$ cat src/rtl/pwm_pkg.sv
// pwm_pkg -- shared definitions for the PWM duty controller.
//   state_t      : key-handling FSM encoding (IDLE, HOLD, REPEAT)
//   KEY_*        : index of each option key within option_keys
//   STEP_*       : duty step sizes for the +/-10 and +1 keys
//   apply_step() : saturating duty update for one key press
//   first_rise() : lowest-index set bit of a 4-bit key vector
package pwm_pkg;

  typedef enum logic [1:0] {
    ST_IDLE   = 2'd0,
    ST_HOLD   = 2'd1,
    ST_REPEAT = 2'd2
  } state_t;

  localparam logic [1:0] KEY_HALF = 2'd0;
  localparam logic [1:0] KEY_UP10 = 2'd1;
  localparam logic [1:0] KEY_DN10 = 2'd2;
  localparam logic [1:0] KEY_UP1  = 2'd3;

  localparam logic [7:0] STEP_BIG   = 8'd10;
  localparam logic [7:0] STEP_SMALL = 8'd1;
  localparam logic [7:0] DUTY_MAX   = 8'd255;

  // One step for the given key; results clamp at 0 and DUTY_MAX.
  function automatic logic [7:0] apply_step(input logic [1:0] key,
                                            input logic [7:0] cur,
                                            input logic [7:0] half);
    logic [7:0] res;
    case (key)
      KEY_HALF: res = half;
      KEY_UP10: res = (cur >= DUTY_MAX - STEP_BIG + 8'd1) ? DUTY_MAX : cur + STEP_BIG;
      KEY_DN10: res = (cur <= STEP_BIG) ? 8'd0 : cur - STEP_BIG;
      default:  res = (cur == DUTY_MAX) ? DUTY_MAX : cur + STEP_SMALL;
    endcase
    return res;
  endfunction

  // Lowest set bit wins when several keys rise together.
  function automatic logic [1:0] first_rise(input logic [3:0] rise);
    logic [1:0] idx;
    if (rise[0])      idx = 2'd0;
    else if (rise[1]) idx = 2'd1;
    else if (rise[2]) idx = 2'd2;
    else              idx = 2'd3;
    return idx;
  endfunction

endpackage

$ cat src/rtl/ms_tick_gen.sv
// ms_tick_gen -- millisecond prescaler.
//   CLK  : clock, rising edge
//   RST  : asynchronous active-high reset
//   clr  : synchronous clear, restarts the millisecond from zero
//   tick : one-cycle pulse every CLK_PER_MS cycles since the last clear
module ms_tick_gen #(
  parameter int CLK_PER_MS = 50000
) (
  input  logic CLK,
  input  logic RST,
  input  logic clr,
  output logic tick
);

  localparam int CW = (CLK_PER_MS > 1) ? $clog2(CLK_PER_MS) : 1;

  logic [CW-1:0] cnt;

  assign tick = (cnt == CW'(CLK_PER_MS - 1));

  always_ff @(posedge CLK or posedge RST) begin
    if (RST)              cnt <= '0;
    else if (clr || tick) cnt <= '0;
    else                  cnt <= cnt + 1'b1;
  end

endmodule

$ cat src/rtl/pwm_duty_ctrl.sv
// pwm_duty_ctrl -- key-driven PWM duty controller with hold/auto-repeat.
//   CLK         : clock, rising edge
//   RST         : asynchronous active-high reset
//   option_keys : debounced key levels {+1, -10, +10, half}
//   period_end  : one-cycle pulse at the PWM counter wrap
//   duty        : duty applied to the PWM comparator (changes only at period_end)
//   duty_upd    : one-cycle pulse in the cycle duty takes a new value
//   busy        : high while a key sequence is in progress
module pwm_duty_ctrl
  import pwm_pkg::*;
#(
  parameter int         CLK_PER_MS = 50000,
  parameter int         HOLD_MS    = 500,
  parameter int         REPEAT_MS  = 100,
  parameter logic [7:0] HALF_DUTY  = 8'd127
) (
  input  logic       CLK,
  input  logic       RST,
  input  logic [3:0] option_keys,
  input  logic       period_end,
  output logic [7:0] duty,
  output logic       duty_upd,
  output logic       busy
);

  localparam int MAX_MS = (HOLD_MS > REPEAT_MS) ? HOLD_MS : REPEAT_MS;
  localparam int TW     = $clog2(MAX_MS + 1);

  state_t        state, state_next;
  logic [1:0]    sel_key;
  logic [3:0]    key_prev;
  logic [3:0]    key_rise;
  logic [7:0]    pending;
  logic [TW-1:0] ms_cnt;
  logic          tick;
  logic          clr;
  logic          step_now;
  logic [1:0]    step_key;

  assign key_rise = option_keys & ~key_prev;
  assign busy     = (state != ST_IDLE);

  // Timing restarts on every state change and after every step, so each
  // interval is measured from its own starting point.
  assign clr = (state_next != state) || step_now;

  ms_tick_gen #(
    .CLK_PER_MS (CLK_PER_MS)
  ) u_ms_tick (
    .CLK  (CLK),
    .RST  (RST),
    .clr  (clr),
    .tick (tick)
  );

  always_comb begin
    // NOTE: every output of this block gets a default first so no path
    // leaves a value unassigned, which would otherwise infer a latch.
    state_next = state;
    step_now   = 1'b0;
    step_key   = sel_key;
    case (state)
      ST_IDLE: begin
        if (|key_rise) begin
          state_next = ST_HOLD;
          step_now   = 1'b1;
          step_key   = first_rise(key_rise);
        end
      end
      ST_HOLD: begin
        if (!option_keys[sel_key]) begin
          state_next = ST_IDLE;
        end else if (sel_key != KEY_HALF && tick && ms_cnt == TW'(HOLD_MS - 1)) begin
          state_next = ST_REPEAT;
          step_now   = 1'b1;
        end
      end
      ST_REPEAT: begin
        if (!option_keys[sel_key]) begin
          state_next = ST_IDLE;
        end else if (tick && ms_cnt == TW'(REPEAT_MS - 1)) begin
          step_now = 1'b1;
        end
      end
      default: state_next = ST_IDLE;
    endcase
  end

  always_ff @(posedge CLK or posedge RST) begin
    if (RST) begin
      state    <= ST_IDLE;
      sel_key  <= KEY_HALF;
      key_prev <= '0;
      pending  <= '0;
      duty     <= '0;
      duty_upd <= 1'b0;
      ms_cnt   <= '0;
    end else begin
      state    <= state_next;
      key_prev <= option_keys;
      if (state == ST_IDLE && |key_rise) sel_key <= first_rise(key_rise);
      if (step_now) pending <= apply_step(step_key, pending, HALF_DUTY);
      // NOTE: non-blocking assignment means duty samples pending as it was
      // before any step in this same cycle; the new value waits for the
      // next period_end.
      if (period_end) duty <= pending;
      duty_upd <= period_end && (pending != duty);
      if (clr)                          ms_cnt <= '0;
      else if (tick && ms_cnt != '1)    ms_cnt <= ms_cnt + 1'b1;
    end
  end

endmodule

$ cat config.mk
export PLATFORM = sky130hd
export DESIGN_NAME = pwm_duty_ctrl
export DESIGN_NICKNAME = d
export VERILOG_FILES = /design/src/rtl/pwm_pkg.sv /design/src/rtl/ms_tick_gen.sv /design/src/rtl/pwm_duty_ctrl.sv
export SDC_FILE = /design/constraint.sdc
export NUM_CORES = 1
export LEC_CHECK = 0
export CAP_MARGIN = 20
export CORE_ASPECT_RATIO = 1.75
export CORE_MARGIN = 10
export CORE_UTILIZATION = 50
export DETAILED_ROUTE_END_ITERATION = 6
export GPL_TIMING_DRIVEN = 0
export MAX_ROUTING_LAYER = met4
export PLACE_DENSITY = 0.65
export SLEW_MARGIN = 20
export SYNTH_ARGS = -nofsm -noshare
export SYNTH_HDL_FRONTEND = slang
export SYNTH_SLANG_ARGS = --single-unit
$ cat constraint.sdc
create_clock -name CLK -period 2.5 [get_ports CLK]
set_clock_uncertainty 0.15 [all_clocks]
set_input_delay 0.75 -clock CLK [delete_from_list [all_inputs] [get_ports CLK]]
set_output_delay 0.75 -clock CLK [all_outputs]
set_load 0.02 [all_outputs]
==> impl_metrics.ini, run 1 <==
[logic_synthesis]
synth_top_area_share_pct = 39.7
synth.avg_cell_area_sq_um = 9.45
synthesis.nets = 353
ys_types = 60
synthTopCellsByArea = dfrtp_1 (40%), xor2_1 (6.4%), ha_1 (4.8%)
ys.warnings.count = 0
synthFlopType = dfrtp_1
ys_ff_latch = 50
async_flop_share_pct = 100
synth_compound_area_share_pct = 15.2
synth_edf_count = 0
synth_xor_area_share_pct = 9.71
synth_mux_area_share_pct = 3.57
synth_area_sq_um = 3160
synth_fa_ha_area_share_pct = 4.76
synth_top_family_by_area = simple AND/OR/NAND/NOR gates
synth_simple_gate_area_share_pct = 23.3
syn_inst = 334
synth_top_area_cell = dfrtp_1
ys_seq_area_share_pct = 39.7

[die]
die_w_um = 80.1
fp.coreArea_sq_um = 6180
fp-row-count = 38
io_pins = 17
initial_core_util_pct = 51.1
die_y_um = 125
dieArea_sq_um = 10000

[layout]
syn2layout_area_growth_pct = 17.6
stdcell_area_sq_um = 3710
num_antenna_cells = 0
drive_gt1_share_pct = 19.1
fin_nets = 384
final_util_pct = 60.0
final_common_cell = dfrtp_1
final_cell_mix = dfrtp_1 (49), nor2_1 (38), nand2_1 (24)

[placed_design]
gp_congestion = 0.923
numPortBuffers = 15
dp_hpwl_mm = 5.13
post-place-ws_ns = -0.768
placed_cell_area_sq_um = 3430

[clock_tree]
clockBufferDepth = 2
numClockSinks = 50
htreeDepth = 2
clock_latency_ns = 0.32
cts_tree = built
cts_buffers = 5
path_clk_slew_ns = 0.10
cts-hold-fix-buffers = 0
cts-root-buf = clkbuf_8

[hold_path]
min_to = u_ms_tick.cnt[0]$_DFF_PP0_
worstHoldPathType = reg -> reg
whs_path_depth = 1
hp-start = u_ms_tick.cnt[0]$_DFF_PP0_

[setup_path]
r2r-end = pending[6]$_DFFE_PP0P_
r2r_slack_ns = 0.14
ff2ff_path_depth = 8
cp_data_arrival_time_ns = 1.50
path_max_fanout = 9
startpoint_type = flop
endpoint_kind = output port
reg2reg_from = state[1]$_DFF_PP0_
cp_data_required_time_ns = 1.60
worst-setup-path-type = reg -> out

[drt]
drt_iter0_markers = 186
drt_first_pass_iters = 5
drc = 0
vias_per_cell = 5.70
final_antenna_net_count = 0
vias = 2543
wl_per_cell_um = 16.2
routed_wirelength_mm = 7.22

[pwr]
p_per_area_nw_per_um2 = 1080
ir_worst_vdd_v = 0.000448
leakagePower_nw = 1.61
total_power_mw = 4.01

[global_route]
grt_usage_pct = 15.7
grt_pass1_vias = 2612
grt_overflow = 0
antenna_found_initial = 0
grt_max_degree = 31
grt_pass1_wl_mm = 12.6

[status]
status = completed

[sta]
setup_viol = 0
period_minus_slack_ns = 2.40
holdWs_ns = 0.305
max_freq_ghz = 0.417
relSlewSlack_pct = 62.2
period_share_pct = 95.8
worst-slew-pin-transition_ns = 0.566
rsz0062_at_grt = no
final-hold-violation-count = 0
setup_ws_ns = 0.104
drv_slew = 0

[flow_run]
maxCapViolCount = 0
## cell usage after synthesis (3+ instances only)
master    count
nand2b_1      4
o21ai_0       8
o211ai_1      3
buf_2         5
mux2_2        8
nor2b_1       3
xnor2_1      12
and3_1       11
nand3_1       9
o21a_1        4
nand2_1      26
nand4_1       7
a21oi_1      15
ha_1         12
xor2_1       23
inv_1        15
dfrtp_1      50
or2_2         4
o21ai_1       3
a21o_1        3
clkbuf_1      8
nor2_1       40
nor3_1        7
nor4_1        6
## where the power goes
| group | internal [mW] | switching (mW) |
|---|---|---|
| registers | 0.996 | 0.174 |
| logic | 0.975 | 1.34 |
| clock network | 0.207 | 0.311 |
## sequential cells by signal, summed over array words and instances (netlist names)
signal,count
state,2
duty_upd,1
key_prev,4
ms_cnt,9
sel_key,2
duty,8
pending,8
u_ms_tick.cnt,16
## stage by stage
| stage | TNS (ns) | cells |
|---|---|---|
| after floorplan | 0 | 334 |
| after global placement | -48.54 | 429 |
| after detailed placement | -19.74 | 430 |
| after CTS | 0 | 442 |
| after global routing | 0 | 446 |
| final | 0 | 446 |
## critical path: stages, from the launching register on
cell and delay [ns]:
dfrtp_1 0.45, inv_2 0.14, ha_4 0.21, inv_1 0.05, dlygate4sd2_1 0.32
## logic make-up after synthesis
group / Yosys count
flip-flops: 50
multiplexers: 9
AND/OR/NAND/NOR: 136
buffers and inverters: 29
AO/OA/AOI/OAI: 63
XOR/XNOR: 35
adder cells (fa/ha/maj): 12
## how the worst max path moves through the flow
| stage | from | endpoint | slack, ns | cells after the start |
|---|---|---|---|---|
| floorplan | option_keys[2] | pending[4]$_DFFE_PP0P_ | 0.17 | 6 |
| global placement | option_keys[3] | pending[6]$_DFFE_PP0P_ | -0.77 | 7 |
| detailed placement | option_keys[3] | pending[6]$_DFFE_PP0P_ | -0.77 | 7 |
| CTS | state[1]$_DFF_PP0_ | busy | 0.03 | 4 |
| global route | option_keys[3] | u_ms_tick.cnt[0]$_DFF_PP0_ | 0.02 | 8 |
| finish | state[1]$_DFF_PP0_ | busy | 0.10 | 4 |
## what timing repair did
action	in CTS	in global routing
endpoints found under the setup margin	33	24
cloned	1	0
setup buffers	4	4
pin swaps	8	4
hold endpoints to repair	0	0
resized for setup	28	13
## routing by layer
layer | wire length, um | track usage [%] | up-vias
li1 | - | - | 1241
met4 | 97 | 6.15 | 0
met2 | 4170 | 27.8 | 37
met3 | 180 | 2.65 | 7
met5 | 0 | - | -
met1 | 2770 | 16.6 | 1258
## layout make-up
type	count	area, sq um
Clock buffer	5	68.8
Sequential cell	50	1250
Inverter	15	56.3
Multi-Input combinational cell	255	1900
Tap cell	80	100
Clock inverter	3	26.3
Buffer	13	73.8
Timing Repair Buffer	25	230
Fill cell	542	2470
No activity file was read; power rests on OpenSTA's default activity.
==> run 2: changes to the inputs <==
--- a/config.mk
+++ b/config.mk
@@ -5,7 +5,6 @@
 export SDC_FILE = /design/constraint.sdc
 export NUM_CORES = 1
 export LEC_CHECK = 0
-export CAP_MARGIN = 20
 export CORE_ASPECT_RATIO = 1.75
 export CORE_MARGIN = 10
 export CORE_UTILIZATION = 50
@@ -13,6 +12,7 @@
 export GPL_TIMING_DRIVEN = 0
 export MAX_ROUTING_LAYER = met4
 export PLACE_DENSITY = 0.65
+export SETUP_SLACK_MARGIN = 0.5
 export SLEW_MARGIN = 20
 export SYNTH_ARGS = -nofsm -noshare
 export SYNTH_HDL_FRONTEND = slang
==> run 2 against run 1 <==
Maximum frequency grew 4.8%. Highest routed layer unchanged. Total power grew 23%. Global-route usage grew 1.8 points. Sequential power is essentially flat. Worst hold slack gained 0.076 ns. Core utilization grew 10 points. Flip-flop and latch count is the same.
==> impl_metrics.ini, run 2 (synthesis results as in run 1) <==
[pwr]
p_switching_mw = 2.18
ir_worst_vdd_v = 0.000649
power_frac_comb_pct = 64.1
internal_power_mw = 2.73
leakagePower_nw = 1.83
switching_share_pct = 44.4
p_per_area_nw_per_um2 = 1130
p_seq_share_pct = 23.9
clkPwrFrac_pct = 12.0
total_power_mw = 4.91

[die]
fp.coreArea_sq_um = 6180
die_y_um = 125
io_pins = 17
initial_core_util_pct = 51.1
fp-row-count = 38
die_w_um = 80.1
dieArea_sq_um = 10000

[global_route]
grt_max_degree = 31
grt_overflow = 0
grt_pass1_wl_mm = 14.0
antenna_found_initial = 0
grt_pass1_vias = 2959
grt_usage_pct = 17.5

[setup_path]
crit_slowest_cell = mux4_2
r2r-end = u_ms_tick.cnt[2]$_DFF_PP0_
ff2ff_path_depth = 10
cp_data_required_time_ns = 2.56
endpoint_kind = flop
cp.depth = 9
startpoint = option_keys[1]
cpMostUsedCell = o211ai_1
r2r_slack_ns = 0.23
crit_path_cell_trace = buf_8, mux4_2, o211ai_1, a21o_1, o211ai_1, buf_4, nand3_4, buf_6, nor2_1
timing.critical_path.buf_inv = 3
cp_data_arrival_time_ns = 2.35
reg2reg_from = u_ms_tick.cnt[1]$_DFF_PP0_
worst-setup-path-type = in -> reg
path_max_fanout = 6
startpoint_type = primary input
critical_path.top_delay_family = multiplexers
worst_path_largest_cell_delay_ns = 0.52
cp-endpoint = u_ms_tick.cnt[2]$_DFF_PP0_

[layout]
multi_input_area_sq_um = 2140
regMostFlops = u_ms_tick.cnt
num_antenna_cells = 0
stdcell_area_sq_um = 4350
register_area_sq_um = 1250
syn2layout_area_growth_pct = 37.7
largest_register_ffs = 16
final_common_cell = dfrtp_1
fin_nets = 418
final_cell_mix = dfrtp_1 (48), buf_4 (30), nand2_1 (23)
drive_gt1_share_pct = 40.0
largestRegisters = u_ms_tick.cnt (16), ms_cnt (9)
fill_cells = 460
fin_cells = 480
final_util_pct = 70.3

[clock_tree]
cts-root-buf = clkbuf_8
clockBufferDepth = 2
numClockSinks = 50
clock_latency_ns = 0.32
cts_tree = built
cts-hold-fix-buffers = 0
path_clk_slew_ns = 0.09
cts_buffers = 5
htreeDepth = 2

[placed_design]
numPortBuffers = 15
placed_cell_area_sq_um = 3530
dp_hpwl_mm = 5.31
gp_congestion = 0.920
post-place-ws_ns = -0.662
dp_cells = 430

[drt]
vias = 2769
drc = 0
drt_iter0_markers = 215
wl_per_cell_um = 17.9
vias_per_cell = 5.77
routed_wirelength_mm = 8.59
final_antenna_net_count = 0
drt_first_pass_iters = 4

[sta]
setup_viol = 0
worst-slew-pin-transition_ns = 0.747
period_share_pct = 91.4
period_minus_slack_ns = 2.29
setup_ws_ns = 0.214
fin_setup_tns_ns = 0
max_freq_ghz = 0.437
final-hold-violation-count = 0
relSlewSlack_pct = 50.1
holdWs_ns = 0.381
rsz0062_at_grt = yes
drv_slew = 0

[hold_path]
worstHoldPathType = in -> reg

[status]
status = completed

[flow_run]
maxCapViolCount = 0
run 2: changes by cell type in the layout (fill, tap and decap cells not counted), sizes merged, moves of 2 or more:
| cell | before | now |
|---|---|---|
| inv | 17 | 14 |
| clkdlybuf4s50 | 10 | 1 |
| buf | 16 | 55 |
| clkdlybuf4s15 | 2 | 5 |
| clkinvlp | 0 | 2 |
run 2: metal layers:
| layer | share of wire (%) | GRT usage [%] |
|---|---|---|
| met5 | 0 | - |
| met2 | 56 | 30.8 |
| met3 | 2.6 | 3.23 |
| met1 | 37 | 17.4 |
| met4 | 3.7 | 9.79 |
run 2: timing repair:
action | in CTS | in global routing
cloned | 4 | 0
pin swaps | 46 | 25
gates resized for setup | 107 | 41
setup buffers | 28 | 10
setup endpoints to repair | 46 | 40
run 2: power groups by stage:
| stage | logic, mW | registers (mW) | clock network (mW) |
|---|---|---|---|
| global placement | 2.15 | 1.19 | 0 |
| global route | 3.39 | 1.20 | 0.628 |
| finish | 3.15 | 1.17 | 0.590 |
| CTS | 2.86 | 1.17 | 0.598 |
| detailed placement | 2.19 | 1.20 | 0 |
| floorplan | 1.55 | 1.24 | 0 |
run 2: how the worst min path moves through the flow:
stage / cells after the start / to / from
3_3_place_gp: 1 / u_ms_tick.cnt[0]$_DFF_PP0_ / u_ms_tick.cnt[0]$_DFF_PP0_
4_1_cts: 1 / u_ms_tick.cnt[0]$_DFF_PP0_ / u_ms_tick.cnt[0]$_DFF_PP0_
5_1_grt: 1 / key_prev[2]$_DFF_PP0_ / option_keys[2]
6_report: 1 / key_prev[2]$_DFF_PP0_ / option_keys[2]
3_5_place_dp: 1 / u_ms_tick.cnt[0]$_DFF_PP0_ / u_ms_tick.cnt[0]$_DFF_PP0_
2_1_floorplan: 1 / u_ms_tick.cnt[0]$_DFF_PP0_ / u_ms_tick.cnt[0]$_DFF_PP0_
run 2: final cells by class:
type / count / share of cell area (%)
Inverter: 15 / 1.38
Tap cell: 80 / 2.30
Buffer: 14 / 2.71
Sequential cell: 50 / 28.9
Multi-Input combinational cell: 255 / 49.3
Timing Repair Buffer: 58 / 13.0
Clock buffer: 6 / 1.67
Clock inverter: 2 / 0.864
